## src/rtl/piso_serial_tx_pkg.sv

```systemverilog
// Shared definitions for the framed PISO transmitter: state encodings,
// line levels and a counter-width helper.
package piso_serial_tx_pkg;

  typedef enum logic [1:0] {
    ST_IDLE  = 2'd0,
    ST_START = 2'd1,
    ST_DATA  = 2'd2,
    ST_STOP  = 2'd3
  } state_t;

  localparam logic MARK  = 1'b1;
  localparam logic SPACE = 1'b0;

  // Width of a counter holding 0..n-1, never narrower than one bit.
  function automatic int cnt_width(input int n);
    if (n > 1) begin
      return $clog2(n);
    end else begin
      return 1;
    end
  endfunction

endpackage

```

## src/rtl/piso_serial_tx_d_ff.sv

```systemverilog
// D flip-flop bank with synchronous active-low reset to a configurable value.
module d_ff_sync_rst_low #(
  parameter int           W       = 1,
  parameter logic [W-1:0] RST_VAL = {W{1'b0}}
) (
  input  logic         i_clk,
  input  logic         i_rst_n,
  input  logic [W-1:0] i_d,
  output logic [W-1:0] o_q
);

  // Storage: reset wins over the data input at the same edge.
  always_ff @(posedge i_clk) begin
    if (!i_rst_n) begin
      o_q <= RST_VAL;
    end else begin
      o_q <= i_d;
    end
  end

endmodule

```

## src/rtl/piso_serial_tx.sv

```systemverilog
// Framed LSB-first serial transmitter: start(0), WIDTH data bits, stop(1),
// each bit held DIV clocks. All state lives in d_ff_sync_rst_low instances.
module piso_serial_tx #(
  parameter int WIDTH = 8,
  parameter int DIV   = 4
) (
  input  logic             C,
  input  logic             RE,
  input  logic [WIDTH-1:0] D,
  input  logic             LOAD,
  output logic             TX,
  output logic             BUSY,
  output logic             DONE
);
  import piso_serial_tx_pkg::*;

  localparam int             DVW      = cnt_width(DIV);
  localparam int             BCW      = cnt_width(WIDTH + 1);
  localparam logic [DVW-1:0] DIV_TC   = DVW'(DIV - 1);
  localparam logic [DVW-1:0] DIV_ONE  = DVW'(1);
  localparam logic [DVW-1:0] DIV_ZERO = {DVW{1'b0}};
  localparam logic [BCW-1:0] LAST_BIT = BCW'(WIDTH - 1);
  localparam logic [BCW-1:0] BIT_ONE  = BCW'(1);
  localparam logic [BCW-1:0] BIT_ZERO = {BCW{1'b0}};

  logic [1:0]       r_state;
  logic [DVW-1:0]   r_div;
  logic [BCW-1:0]   r_bit;
  logic [WIDTH-1:0] r_sh;
  logic             r_tx;
  logic             r_busy;
  logic             r_done;

  state_t           w_state_nxt;
  logic [DVW-1:0]   w_div_nxt;
  logic [BCW-1:0]   w_bit_nxt;
  logic [WIDTH-1:0] w_sh_nxt;
  logic [WIDTH-1:0] w_sh_shift;
  logic             w_tx_nxt;
  logic             w_busy_nxt;
  logic             w_done_nxt;
  logic             w_div_tc;
  logic             w_last_bit;
  logic             w_accept;

  // With DIV=1 the divider stays at 0 and the terminal count is always true.
  assign w_div_tc   = (r_div == DIV_TC);
  assign w_last_bit = (r_bit == LAST_BIT);
  assign w_accept   = LOAD && !r_busy;
  assign w_sh_shift = r_sh >> 1;

  d_ff_sync_rst_low #(.W(2), .RST_VAL(2'd0)) u_state (
    .i_clk(C), .i_rst_n(RE), .i_d(w_state_nxt), .o_q(r_state));
  d_ff_sync_rst_low #(.W(DVW), .RST_VAL(DIV_ZERO)) u_div (
    .i_clk(C), .i_rst_n(RE), .i_d(w_div_nxt), .o_q(r_div));
  d_ff_sync_rst_low #(.W(BCW), .RST_VAL(BIT_ZERO)) u_bit (
    .i_clk(C), .i_rst_n(RE), .i_d(w_bit_nxt), .o_q(r_bit));
  d_ff_sync_rst_low #(.W(WIDTH), .RST_VAL({WIDTH{1'b0}})) u_sh (
    .i_clk(C), .i_rst_n(RE), .i_d(w_sh_nxt), .o_q(r_sh));
  d_ff_sync_rst_low #(.W(1), .RST_VAL(MARK)) u_tx (
    .i_clk(C), .i_rst_n(RE), .i_d(w_tx_nxt), .o_q(r_tx));
  d_ff_sync_rst_low #(.W(1), .RST_VAL(1'b0)) u_busy (
    .i_clk(C), .i_rst_n(RE), .i_d(w_busy_nxt), .o_q(r_busy));
  d_ff_sync_rst_low #(.W(1), .RST_VAL(1'b0)) u_done (
    .i_clk(C), .i_rst_n(RE), .i_d(w_done_nxt), .o_q(r_done));

  // Next-state: advance a phase whenever the divider reaches terminal count.
  always_comb begin
    w_state_nxt = ST_IDLE;
    case (r_state)
      ST_IDLE: begin
        if (w_accept) w_state_nxt = ST_START;
        else          w_state_nxt = ST_IDLE;
      end
      ST_START: begin
        if (w_div_tc) w_state_nxt = ST_DATA;
        else          w_state_nxt = ST_START;
      end
      ST_DATA: begin
        if (w_div_tc && w_last_bit) w_state_nxt = ST_STOP;
        else                        w_state_nxt = ST_DATA;
      end
      ST_STOP: begin
        if (w_div_tc) w_state_nxt = ST_IDLE;
        else          w_state_nxt = ST_STOP;
      end
      default: w_state_nxt = ST_IDLE;
    endcase
  end

  // Next data/outputs: TX is registered one bit ahead, so r_sh[0] is the bit on the line.
  always_comb begin
    w_tx_nxt   = r_tx;
    w_busy_nxt = r_busy;
    w_done_nxt = 1'b0;
    w_div_nxt  = r_div;
    w_bit_nxt  = r_bit;
    w_sh_nxt   = r_sh;
    case (r_state)
      ST_IDLE: begin
        if (w_accept) begin
          w_sh_nxt   = D;
          w_tx_nxt   = SPACE;
          w_busy_nxt = 1'b1;
          w_div_nxt  = DIV_ZERO;
          w_bit_nxt  = BIT_ZERO;
        end else begin
          w_tx_nxt   = MARK;
          w_busy_nxt = 1'b0;
        end
      end
      ST_START: begin
        if (w_div_tc) begin
          w_tx_nxt  = r_sh[0];
          w_div_nxt = DIV_ZERO;
          w_bit_nxt = BIT_ZERO;
        end else begin
          w_div_nxt = r_div + DIV_ONE;
        end
      end
      ST_DATA: begin
        if (w_div_tc) begin
          w_div_nxt = DIV_ZERO;
          if (w_last_bit) begin
            w_tx_nxt = MARK;
          end else begin
            w_tx_nxt  = w_sh_shift[0];
            w_sh_nxt  = w_sh_shift;
            w_bit_nxt = r_bit + BIT_ONE;
          end
        end else begin
          w_div_nxt = r_div + DIV_ONE;
        end
      end
      ST_STOP: begin
        if (w_div_tc) begin
          w_tx_nxt   = MARK;
          w_busy_nxt = 1'b0;
          w_done_nxt = 1'b1;
          w_div_nxt  = DIV_ZERO;
        end else begin
          w_div_nxt = r_div + DIV_ONE;
        end
      end
      default: begin
        w_tx_nxt   = MARK;
        w_busy_nxt = 1'b0;
        w_div_nxt  = DIV_ZERO;
        w_bit_nxt  = BIT_ZERO;
      end
    endcase
  end

  assign TX   = r_tx;
  assign BUSY = r_busy;
  assign DONE = r_done;

endmodule

```

## config.mk

```make
export PLATFORM = sky130hd
export DESIGN_NAME = piso_serial_tx
export DESIGN_NICKNAME = d
export VERILOG_FILES = /design/src/rtl/piso_serial_tx_pkg.sv /design/src/rtl/piso_serial_tx_d_ff.sv /design/src/rtl/piso_serial_tx.sv
export SDC_FILE = /design/constraint.sdc
export NUM_CORES = 1
export LEC_CHECK = 0
export CAP_MARGIN = 0
export CORE_ASPECT_RATIO = 0.8
export CORE_UTILIZATION = 50
export DETAILED_ROUTE_END_ITERATION = 10
export PLACE_DENSITY = 0.86
export SYNTH_ARGS = -nofsm -noshare
export SYNTH_HDL_FRONTEND = slang
export SYNTH_SLANG_ARGS = --single-unit
```

## constraint.sdc

```tcl
create_clock -name C -period 1.6 [get_ports C]
set_clock_uncertainty 0.05 [all_clocks]
set_input_delay 0.24 -clock C [delete_from_list [all_inputs] [get_ports C]]
set_output_delay 0.24 -clock C [all_outputs]
set_load 0.02 [all_outputs]
```

==> metrics list, run 1 <==
- Result of the run: complete, no violations
- Pin count of the biggest net entering global routing: 14
* Mean instance size in the synthesized netlist: 8.71 um2
- After the last flow step, the layout net total stands at 152.
- Setup repair after global routing missed its margin: false
- Layout filler cell count: 145
- In this run the top signal layer used is met4.
- FFs w/ async S/R, synth: 0%
* Final setup vio count: 0
* Number of antenna diodes: 0
- Global routing used 23.5% of the available tracks.
- From synthesis to final layout, the design area changed by 28.1%.
* Number of I/O port buffers: 13
* Routed wirelength normalized by instance count: 14.0 um
* Final standard cell utilization of the core: 67.9%
- After detailed routing, the total wire length is 2260 um.
- Number of vias in the routed layout: 976
- Areal power density over the cells: 767 nW/um2
* # Max-Cap Violations: 0
- TritonCTS Sinks: 19
- The via count of the first global-routing pass came to 881.
- At the later pin of the worst-skew pair, clock insertion delay measures 0.30 ns.
* Number of DRC markers in iteration 0: 29
- Number of optimization iterations in the first detailed-route pass: 4
* Cell type with the largest total area after synthesis: sky130_fd_sc_hd__dfxtp_1
* Initial antenna violation count: 0
- Dpl cells: 157
* Cell breakdown of the critical path: clkdlybuf4s50_1
- Full die area: 2170 um2
- WL met2: 1000 um
- Pin placement for this block handled 14 I/O pins.
- In this run the tightest slew margin relative to its limit is 78.0%.
- CTS clock-pin slew for the worst setup and hold paths: 0.11 ns
* Post-detail-place hpwl: 1660 um
- CTS tree: yes
- Die span in x: 51.8 um
- Net count after synthesis: 127
- At the worst endpoint, the required time is 1.31 ns.
- The cell count after synthesis came out at 114.
- Final hold violation count: 0
- Cell family with most CP delay: buffers and inverters
* Arrival time worst endpoint: 1.25 ns
- Total power: 976 uW
- In this run the worst path has a maximum fanout of 2.
- CTS H-Tree Depth: 1
* Max-slew violation total from the final report: 0
* Wire length on met1: 1080 um
* Achievable clock frequency: 0.651 GHz
- Antenna Nets Post-Route: 0
* Path class of the lowest-slack min-delay path: register to register
- Initial cell density of the core: 53.0%
- Yosys printed 0 warnings.
* Core Box Area: 1870 um2
* Largest cells by area after synthesis: sky130_fd_sc_hd__dfxtp_1 38%, sky130_fd_sc_hd__nand2_1 7.2%, sky130_fd_sc_hd__a311oi_1 6.2%
- Together, buffers and inverters on the worst path number 1.
* Synthesized flop and latch total: 19
- Post-route minimum period: 1.54 ns
* Post-synth cell types: 36
- After routing, the total negative slack on setup checks comes to 0 ns.
- Sum of met3 wire segment lengths after detailed routing: 148 um
- Yosys mapped a number of flops with a built-in enable equal to 0.
* Std cell rows: 14
- The total overflow left after global routing is 0.
- Measured along the y axis, the die boundary spans 41.9 um.
* Post-placement setup slack: -0.258 ns
* Worst-Margin Slew: 0.331 ns
- Routability-driven placement finished with a final weighted congestion of 0.885.
* Number of standard cells in the final layout excluding fillers: 162
- Fraction of the yosys area taken by sequential cells: 38.3%
- Fraction of final layout cells sized beyond drive strength 1: 17.4%
* Syn Std Cell Area: 993 um2
- The most used flip-flop cell after synthesis is sky130_fd_sc_hd__dfxtp_1.
- The worst setup path is of the register to output pin kind.
- On the worst path, the slowest cell contributes a delay of 0.60 ns.
* Kind of launch point of the worst setup path: register
* Period utilization: 96.0%
- The number of clock buffers added by TritonCTS is 3.
* Fraction of post-synthesis cell area in the top cell type by area: 38.3%
- The worst-case IR drop observed on VDD is 0.000475 V.
* Crit end category: output pin
- For this run, design rule violations remaining after detail routing come to 0.
- Smallest setup slack after layout: 0.0641 ns
- Buffer depth of the longest clock path: 2
* Critical Path Slowest Stage Cell: sky130_fd_sc_hd__clkdlybuf4s50_1
* Leakage power of the design: 0.482 nW
- The first global-routing pass estimated 3780 um of wire.
- Cell at the root of the clock tree: sky130_fd_sc_hd__clkbuf_4
* Via density: 6.02
## where the power goes
group          internal (mW)  total, mW  switching (mW)
combinational          0.115      0.205          0.0898
clock                 0.0973      0.245           0.148
sequential             0.506      0.527          0.0213
total                  0.718      0.976           0.259
## metal layers
layer / vias to the layer above / GRT usage (%)
li1: 485 / -
met1: 460 / 31.4
met2: 26 / 35.9
met3: 5 / 6.59
met4: 0 / 8.11
met5: - / 0
## cell type report
| class | instances | area [um2] | area share (%) |
|---|---|---|---|
| Multi-Input combinational cell | 86 | 578 | 45.4 |
| Sequential cell | 19 | 380 | 29.9 |
| Timing Repair Buffer | 28 | 254 | 20.0 |
| Tap cell | 24 | 30.0 | 2.36 |
| Clock buffer | 4 | 26.3 | 2.06 |
| Inverter | 1 | 3.75 | 0.295 |
## sequential cells by signal, summed over array words and instances, names as in the netlist
signal	cells
u_tx.o_q	1
u_done.o_q	1
u_div.o_q	2
u_bit.o_q	4
u_busy.o_q	1
u_state.o_q	2
u_sh.o_q	8
## per-stage QoR
step                      hold WS, ns  cell area (um2)
final                           0.427             1270
after CTS                       0.430             1260
after global routing            0.446             1270
after detailed placement        0.415             1230
after global placement          0.408             1230
after floorplan                 0.319              993
## synthesized netlist by cell type, types with 3 or more instances
master	instances
sky130_fd_sc_hd__a211oi_1	8
sky130_fd_sc_hd__a21oi_1	7
sky130_fd_sc_hd__a311oi_1	7
sky130_fd_sc_hd__buf_2	5
sky130_fd_sc_hd__dfxtp_1	19
sky130_fd_sc_hd__nand2_1	19
sky130_fd_sc_hd__nand2b_1	3
sky130_fd_sc_hd__nand3_1	7
sky130_fd_sc_hd__nand3b_1	3
sky130_fd_sc_hd__o21ai_0	3
## worst paths after layout
path / start / to / slack (ns) / cells after the start
worst max-delay path: u_tx.o_q$_SDFFE_PN1P_ / TX / 0.06 / 1
worst min-delay path: u_div.o_q[1]$_SDFFE_PN0P_ / u_div.o_q[1]$_SDFFE_PN0P_ / 0.43 / 2
worst max register to register: u_div.o_q[0]$_SDFFE_PN0P_ / u_bit.o_q[1]$_SDFFE_PN0P_ / 0.09 / 4
worst min register to register: u_div.o_q[1]$_SDFFE_PN0P_ / u_div.o_q[1]$_SDFFE_PN0P_ / 0.43 / 2
## what timing repair did
item / in CTS / in global routing
setup endpoints to repair: 1 / 8
gates resized for setup: 1 / 3
endpoints found under the hold margin: 0 / 0
pin swaps: 0 / 0
setup buffers: 0 / 1
hold buffers: 0 / 0
## cell families (layout without fill, tap and decap cells)
kind of cell / Yosys count / after routing / share of synthesized area (%)
simple gates: 48 / 48 / 28.1
buf+inv: 9 / 33 / 4.16
flops: 19 / 19 / 38.3
compound gates: 35 / 35 / 25.9
fa+ha+maj: 2 / 2 / 2.52
mux: 1 / 1 / 1.01
## cells in the final DEF, fill, tap and decap left out, drive strengths merged, types with 2 or more instances in the layout
cell           Yosys  routed
a211oi             8       8
a21oi              7       7
a311oi             7       7
a31oi              2       2
and3b              2       2
buf                5      15
clkbuf             3       4
clkdlybuf4s50      0      12
dfxtp             19      19
ha                 2       2
nand2             19      19
nand2b             3       3
nand3              7       7
nand3b             3       3
nand4b             2       2
nor2               2       2
nor3b              2       2
o21ai              4       4
(Power assumes the default switching activity.)
==> run 2, diff against run 1 <==
--- a/config.mk
+++ b/config.mk
@@ -7,6 +7,7 @@
 export LEC_CHECK = 0
 export CAP_MARGIN = 0
 export CORE_ASPECT_RATIO = 0.8
+export CORE_MARGIN = 8
 export CORE_UTILIZATION = 50
 export DETAILED_ROUTE_END_ITERATION = 10
 export PLACE_DENSITY = 0.86
==> run 2 against run 1 <==
Net effect:
- power down 0.53%
- die area rose by 69%
- clock-buffer cell count unchanged
- global-route usage is 10 points lower
- core utilization rose by 0.13 points
- sequential share of layout area about the same
- combinational power decreased by 4%
- clock power is 2% higher
- critical path type unchanged
- critical endpoint is now DONE
- largest power group unchanged
==> metrics list, run 2 (synthesis results as in run 1) <==
* Smallest setup slack after layout: 0.0596 ns (-0.00459 ns)
- Die span in x: 65.8 um (+27%)
* Std cell rows: 14 (unchanged)
- Core Box Area: 1870 um2 (unchanged)
* Result of the run: complete, no violations
- Cell family with most CP delay: buffers and inverters
* Area Overhead vs Synth: 28.3%
- Regs by FF count: u_sh.o_q x8, u_bit.o_q x4
* Path class of the lowest-slack min-delay path: register to register
- The height of the die was 55.9 um (+33%).
* Crit end category: output pin
* Crit path largest cell delay: 0.61 ns (about the same)
* Number of top-level design ports: 14 (unchanged)
- The via count of the first global-routing pass is 854 (-3.1%).
- The antenna diode instance count was 0 (unchanged).
- The final number of max-transition violations was 0 (unchanged).
- The peak fanout along the critical path is 1 (-1).
* Worst-Margin Slew: 0.334 ns (+0.00314 ns)
* Achievable clock frequency: 0.649 GHz (-0.30%)
* Number of optimization iterations in the first detailed-route pass: 4 (unchanged)
- Worst Path Class, Setup: register to output pin
- The shortest period the worst path allows was 1.54 ns (+0.00459 ns).
* Antenna Nets Post-Route: 0 (unchanged)
* CTS H-Tree Depth: 1 (unchanged)
* Fraction of final layout cells sized beyond drive strength 1: 18.2% (+0.86 points)
* # Max-Cap Violations: 0 (unchanged)
- The cell sitting at the root of the clock tree is a sky130_fd_sc_hd__clkbuf_4.
- Initial antenna violation count: 0 (unchanged)
- Overall fraction of global-route tracks in use: 13.5% (-10 points)
- The worst vdd rail ir drop is 0.000504 V (+6.1%).
* Most common cell after layout, fill and taps aside: sky130_fd_sc_hd__nand2_1
* Most frequent cells in the layout: 19 x sky130_fd_sc_hd__nand2_1, 18 x sky130_fd_sc_hd__dfxtp_1, 13 x sky130_fd_sc_hd__buf_4
- Final hold violation count: 0 (unchanged)
- The routability-driven placement congestion ratio was 0.910 (+2.8%).
* Worst path bufs/invs: 1 (unchanged)
* Final setup vio count: 0 (unchanged)
- For this design, the slowest cell found on the critical path is sky130_fd_sc_hd__clkdlybuf4s50_1.
- The count of buffers inserted at the top-level ports is 13 (unchanged).
- The total CTS buffers is 3 (unchanged).
- Traced cell by cell, the critical path runs through clkdlybuf4s50_1.
- The post-placement cell count came to 156 (-0.64%).
- The overflow left after global routing came to 0 (unchanged).
* Kind of launch point of the worst setup path: register
- The filler-free cell count of the finished design was 161 (-0.62%).
- CTS clock-pin slew for the worst setup and hold paths: 0.11 ns (about the same)
- The number of nets in the final layout came to 151 (-0.66%).
* Required time of the critical path: 1.31 ns (about the same)
- The number of DRC violations after detailed routing is 0 (unchanged).
* Largest register by flop count: u_sh.o_q
* Routed wirelength normalized by instance count: 16.0 um (+15%)
* Arrival time worst endpoint: 1.25 ns (about the same)
- Full die area: 3680 um2 (+69%)
* TritonCTS Sinks: 19 (unchanged)
- Via density: 6.03 (+0.11%)
* Areal power density over the cells: 762 nW/um2 (-0.72%)
- CTS tree: yes
- Number of vias in the routed layout: 971 (-0.51%)
- The worst-skew pair later-pin latency was 0.30 ns (about the same).
- The violation count after the first detailed-route iteration was 109 (+280%).
- Layout filler cell count: 139 (-4.1%)
* First-pass GRT wire length: 3980 um (+5.3%)
- The maximum buffer depth of the clock tree came to 2 (unchanged).
* Post-detail-place hpwl: 1850 um (+12%)
- Slew headroom: 77.7% (-0.21 points)
* Post-placement setup slack: -0.265 ns (-0.00735 ns)
- The number of flip-flops under the largest register name was 8 (unchanged).
* Period utilization: 96.3% (+0.29 points)
- Pin count of the biggest net entering global routing: 17 (+3)
* Leakage power of the design: 0.482 nW (about the same)
- Drt total wl: 2570 um (+14%)
- Initial cell density of the core: 53.0% (unchanged)
==> run 2: changes by cell type in the layout (fill, tap and decap cells not counted), sizes merged <==
| cell | previous run | this run |
|---|---|---|
| dlymetal6s2s | 0 | 1 |
| clkdlybuf4s50 | 12 | 11 |
| buf | 15 | 14 |
==> run 2: area by class of cell <==
cell class	count	area [um2]	area share (%)
well taps	24	30.0	2.36
clock buffers	4	26.3	2.06
inverters	1	3.75	0.294
flip-flops and latches	19	382	29.9
multi-input cells	86	584	45.8
repair buffers	27	249	19.5
==> run 2: routing by layer <==
layer  global-route usage [%]  part of all wire, %  up-vias
li1                         -                    -      485
met4                     4.66                  1.9        0
met1                     17.1                   47      447
met2                     20.4                   46       33
met3                     4.83                  4.9        6
met5                        0                    0        -
==> run 2: tightest hold or removal path, cell delays in order, from the launching register on <==
cell,delay (ns)
sky130_fd_sc_hd__dfxtp_1,0.33
sky130_fd_sc_hd__nand2_1,0.05
sky130_fd_sc_hd__a311oi_1,0.08
==> run 2: final timing paths <==
| path | from | slack, ns | cells past startpoint | to |
|---|---|---|---|---|
| hold reg to reg | u_sh.o_q[4]$_SDFFE_PN0P_ | 0.43 | 2 | u_sh.o_q[3]$_SDFFE_PN0P_ |
| setup / recovery | u_done.o_q$_SDFF_PN0_ | 0.06 | 1 | DONE |
| setup reg to reg | u_div.o_q[0]$_SDFFE_PN0P_ | 0.09 | 4 | u_bit.o_q[1]$_SDFFE_PN0P_ |
| hold / removal | u_sh.o_q[4]$_SDFFE_PN0P_ | 0.43 | 2 | u_sh.o_q[3]$_SDFFE_PN0P_ |
==> run 2: repair_timing <==
action / in CTS / in global routing
pin swaps: 0 / 2
setup endpoints to repair: 1 / 10
hold endpoints to repair: 0 / 0
setup buffers: 0 / 1
hold buffers: 0 / 0
gates resized for setup: 1 / 6
gates cloned: 0 / 0
==> run 2: where the power goes <==
group	switching [mW]	leakage, nW	internal [mW]
clock	0.153	0.0150	0.0972
sequential	0.0192	0.156	0.506
combinational	0.0931	0.311	0.103
==> run 2: stage by stage <==
step                utilization [%]   TNS, ns  hold slack [ns]  area (um2)  power, mW
finish                         68.0         0            0.429        1270      0.971
global route                   68.0  -0.00412            0.447        1270       1.01
CTS                            66.8         0            0.439        1250      0.969
detailed placement             65.4     -2.72            0.424        1230      0.726
global placement               65.4     -2.35            0.410        1230      0.719
floorplan                         -         0            0.319         993      0.646
==> run 3, diff against run 2 <==
--- a/config.mk
+++ b/config.mk
@@ -6,11 +6,11 @@
 export NUM_CORES = 1
 export LEC_CHECK = 0
 export CAP_MARGIN = 0
-export CORE_ASPECT_RATIO = 0.8
+export CORE_ASPECT_RATIO = 1.5
 export CORE_MARGIN = 8
-export CORE_UTILIZATION = 50
+export CORE_UTILIZATION = 30
 export DETAILED_ROUTE_END_ITERATION = 10
-export PLACE_DENSITY = 0.86
+export PLACE_DENSITY = 0.61
 export SYNTH_ARGS = -nofsm -noshare
 export SYNTH_HDL_FRONTEND = slang
 export SYNTH_SLANG_ARGS = --single-unit
==> constraint.sdc (replaced) <==
create_clock -name C -period 2 [get_ports C]
set_clock_uncertainty 0.05 [all_clocks]
set_input_delay 0.3 -clock C [delete_from_list [all_inputs] [get_ports C]]
set_output_delay 0.3 -clock C [all_outputs]
set_load 0.02 [all_outputs]
==> run 3 against run 2 <==
Net effect:
- combinational power decreased by 30%
- critical endpoint is now u_sh.o_q[4]$_SDFFE_PN0P_
- hold slack improved by 0.0077 ns
- cell count increased by 2.5%
- setup slack improved by 0.21 ns
- global-route usage decreased by 4.2 points
- power decreased by 14%
- routed wire length decreased by 6.6%
- via count decreased by 3.3%
- critical path type is now register to register
- final area decreased by 6.2%
- clock-buffer cell count unchanged
- clock power increased by 8.8%
==> metrics list, run 3 (synthesis results as in run 1) <==
- The total power consumption of the routed design is 835 uW (-14%).
* Portion of total power attributed to the clock network: 32.6% (+6.8 points)
* Switching portion of total power: 25.8% (-1.5 points)
- Overall fraction of global-route tracks in use: 9.36% (-4.2 points)
* Initial cell density of the core: 31.4% (-22 points)
- Derived from the worst setup path, the maximum achievable clock frequency is 0.578 GHz.
- Setup repair after global routing missed its margin: false
- The top-level port count came to 14 (unchanged).
- The placed standard-cell area is 1150 um2 (-6.1%).
- The initial antenna violation count was 0 (unchanged).
- FF-to-FF End: u_sh.o_q[4]$_SDFFE_PN0P_
- Number of antenna diodes: 0 (unchanged)
- The length of the first detailed-routing pass in iterations is 4 (unchanged).
* Worst-Margin Slew: 0.551 ns (+0.217 ns)
- The combinational group share of total power came to 16.4% (-3.8 points).
- First-pass GRT wire length: 4180 um (+5.0%)
- Post-route minimum period: 1.73 ns
- Area Overhead vs Synth: 20.4%
* Cts repair resizes: 0 (-1)
- Number of I/O port buffers: 13 (unchanged)
* Via density: 5.69 (-5.6%)
* Overall die height: 86.5 um (+55%)
- The die span in x is 63.0 um (-4.3%).
- The routability-driven placement congestion ratio came to 0.792 (-13%).
- More flip-flops sit in one register than any other, and that register is u_sh.o_q.
- Regs by FF count: u_sh.o_q x8, u_bit.o_q x4
* Final hold violation count: 0 (unchanged)
- The overflow left after global routing came to 0 (unchanged).
- Hold_sp: u_div.o_q[1]$_SDFFE_PN0P_
* Cts-stage hold buffer count: 0 (unchanged)
- The cell depth of the worst flop-to-flop path was 3 (-1).
- The leakage power is 0.416 nW (-14%).
- The via count of the first global-routing pass was 952 (+11%).
* Result of the run: complete, no violations
- Number of cells on the worst hold path: 2 (unchanged)
* Antenna Nets Post-Route: 0 (unchanged)
* Number of flip-flops under the largest register name: 8 (unchanged)
- The placed wire-length estimate came to 1670 um (-9.6%).
- Reported net switching power: 216 uW (-19%)
- Path class of the lowest-slack min-delay path: register to register
* Critical Path Slowest Stage Cell: sky130_fd_sc_hd__or4b_1
- The CTS H-tree depth is 1 (unchanged).
- Endpoint with the worst hold slack: u_div.o_q[1]$_SDFFE_PN0P_
* Worst setup slack for register-to-register paths: 0.27 ns (+0.18 ns)
- # Max-Cap Violations: 0 (unchanged)
- Share of power burned in registers: 51.0% (-3.0 points)
* Fraction of final layout cells sized beyond drive strength 1: 6.40% (-12 points)
- Core Box Area: 3160 um2 (+69%)
- The power per unit of standard cell area was 698 nW/um2 (-8.4%).
- STA classifies the critical path endpoint as a register.
* Setup tns final: 0 ns (unchanged)
- The number of nets in the final layout came to 139 (-7.9%).
- The delay of the slowest cell on the worst path was 0.71 ns (+0.10 ns).
- Kind of launch point of the worst setup path: register
- The worst-skew pair later-pin latency came to 0.25 ns (-0.05 ns).
* Max-slew violation total from the final report: 0 (unchanged)
- The number of cell rows is 25 (+11).
- Routed wirelength normalized by instance count: 14.6 um (-8.9%)
- The slack of the critical path was 0.271 ns (+0.211 ns).
- Worst supply voltage drop on vdd: 0.000276 V (-45%)
- Full die area: 5450 um2 (+48%)
- Internal power consumption: 619 uW (-12%)
- Cell breakdown of the critical path: or4b_1 -> o21ai_4 -> a311oi_1
- TritonCTS Sinks: 19 (unchanged)
* Worst Path Class, Setup: register to register
* Number of vias in the routed layout: 939 (-3.3%)
- The total CTS buffers came to 3 (unchanged).
* Post-placement setup slack: 0.0363 ns (+0.302 ns)
* CTS tree: yes
* Drt total wl: 2400 um (-6.6%)
- Buffers inserted by post-CTS timing repair: 0 (unchanged)
- Slew headroom: 63.2% (-15 points)
- The count of endpoints failing setup in the final report came to 0 (unchanged).
* Buffer depth of the longest clock path: 2 (unchanged)
* Period utilization: 86.5%
- The endpoint required time on the critical path was 2.07 ns (+0.76 ns).
- Arrival time worst endpoint: 1.80 ns (+0.55 ns)
- CTS clock-pin slew for the worst setup and hold paths: 0.07 ns (-0.04 ns)
- Critical path peak fanout: 16 (+15)
- The number of DRC violations after detailed routing was 0 (unchanged).
* Pin count of the biggest net entering global routing: 17 (unchanged)
* Number of standard cells in the final layout excluding fillers: 165 (+2.5%)
* Most frequent cells in the layout: 19 x sky130_fd_sc_hd__nand2_1, 19 x sky130_fd_sc_hd__dfxtp_1, 13 x sky130_fd_sc_hd__clkdlybuf4s50_1
* Post-layout instance area: 1200 um2 (-6.2%)
* Dpl cells: 161 (+3.2%)
* Reg-to-Reg Start: u_state.o_q[1]$_SDFF_PN0_
- Number of DRC markers in iteration 0: 56 (-49%)
- The root buffer cell chosen for the clock tree is sky130_fd_sc_hd__clkbuf_8.
## run 3: changes by cell type in the layout (fill, tap and decap cells not counted), moves of 2 or more
cell and change:
sky130_fd_sc_hd__clkdlybuf4s50_1 +2, sky130_fd_sc_hd__buf_4 -11, sky130_fd_sc_hd__clkbuf_4 -3, sky130_fd_sc_hd__clkbuf_8 +3
## run 3: how the worst max path moves through the flow
stage / from / end / slack [ns] / depth (start not counted)
final: u_state.o_q[1]$_SDFF_PN0_ / u_sh.o_q[4]$_SDFFE_PN0P_ / 0.27 / 3
after global routing: u_state.o_q[1]$_SDFF_PN0_ / u_bit.o_q[2]$_SDFFE_PN0P_ / 0.12 / 3
after CTS: u_state.o_q[1]$_SDFF_PN0_ / u_bit.o_q[2]$_SDFFE_PN0P_ / 0.29 / 3
after detailed placement: LOAD / u_sh.o_q[4]$_SDFFE_PN0P_ / 0.04 / 4
after global placement: LOAD / u_bit.o_q[1]$_SDFFE_PN0P_ / 0.08 / 4
after floorplan: u_busy.o_q$_SDFFE_PN0P_ / u_bit.o_q[1]$_SDFFE_PN0P_ / 0.51 / 4
## run 3: layer usage
| metal | up-vias | track usage, % | wire [um] |
|---|---|---|---|
| li1 | 458 | - | - |
| met1 | 456 | 10.4 | 1100 |
| met2 | 20 | 15.2 | 1160 |
| met3 | 5 | 1.55 | 75 |
| met4 | 0 | 8.13 | 68 |
| met5 | - | 0 | 0 |
## run 3: power groups by stage
stage / Clock [mW] / Sequential [mW] / Combinational, mW
after floorplan: 0 / 0.434 / 0.0830
after global placement: 0 / 0.433 / 0.135
after detailed placement: 0 / 0.434 / 0.136
after CTS: 0.277 / 0.426 / 0.137
after global routing: 0.294 / 0.430 / 0.149
final: 0.272 / 0.426 / 0.137
## run 3: through the flow
step	hold slack, ns	utilization, %
finish	0.437	37.9
global placement	0.408	36.4
detailed placement	0.426	36.4
global route	0.468	37.9
CTS	0.437	37.9
floorplan	0.379	-
## run 3: layout make-up
class / count / area (um2)
inverter: 1 / 3.75
tap: 40 / 50.0
clock buffer: 4 / 45.0
timing repair buffer: 15 / 145
sequential: 19 / 380
fill: 319 / 1960
multi-input combinational: 86 / 572
## run 3: worst max-delay path: cells and delay by family (launching register included)
family,cells,cell delay (ns)
flip-flops,1,0.48
AND/OR/NAND/NOR,1,0.71
AO/OA/AOI/OAI,2,0.35
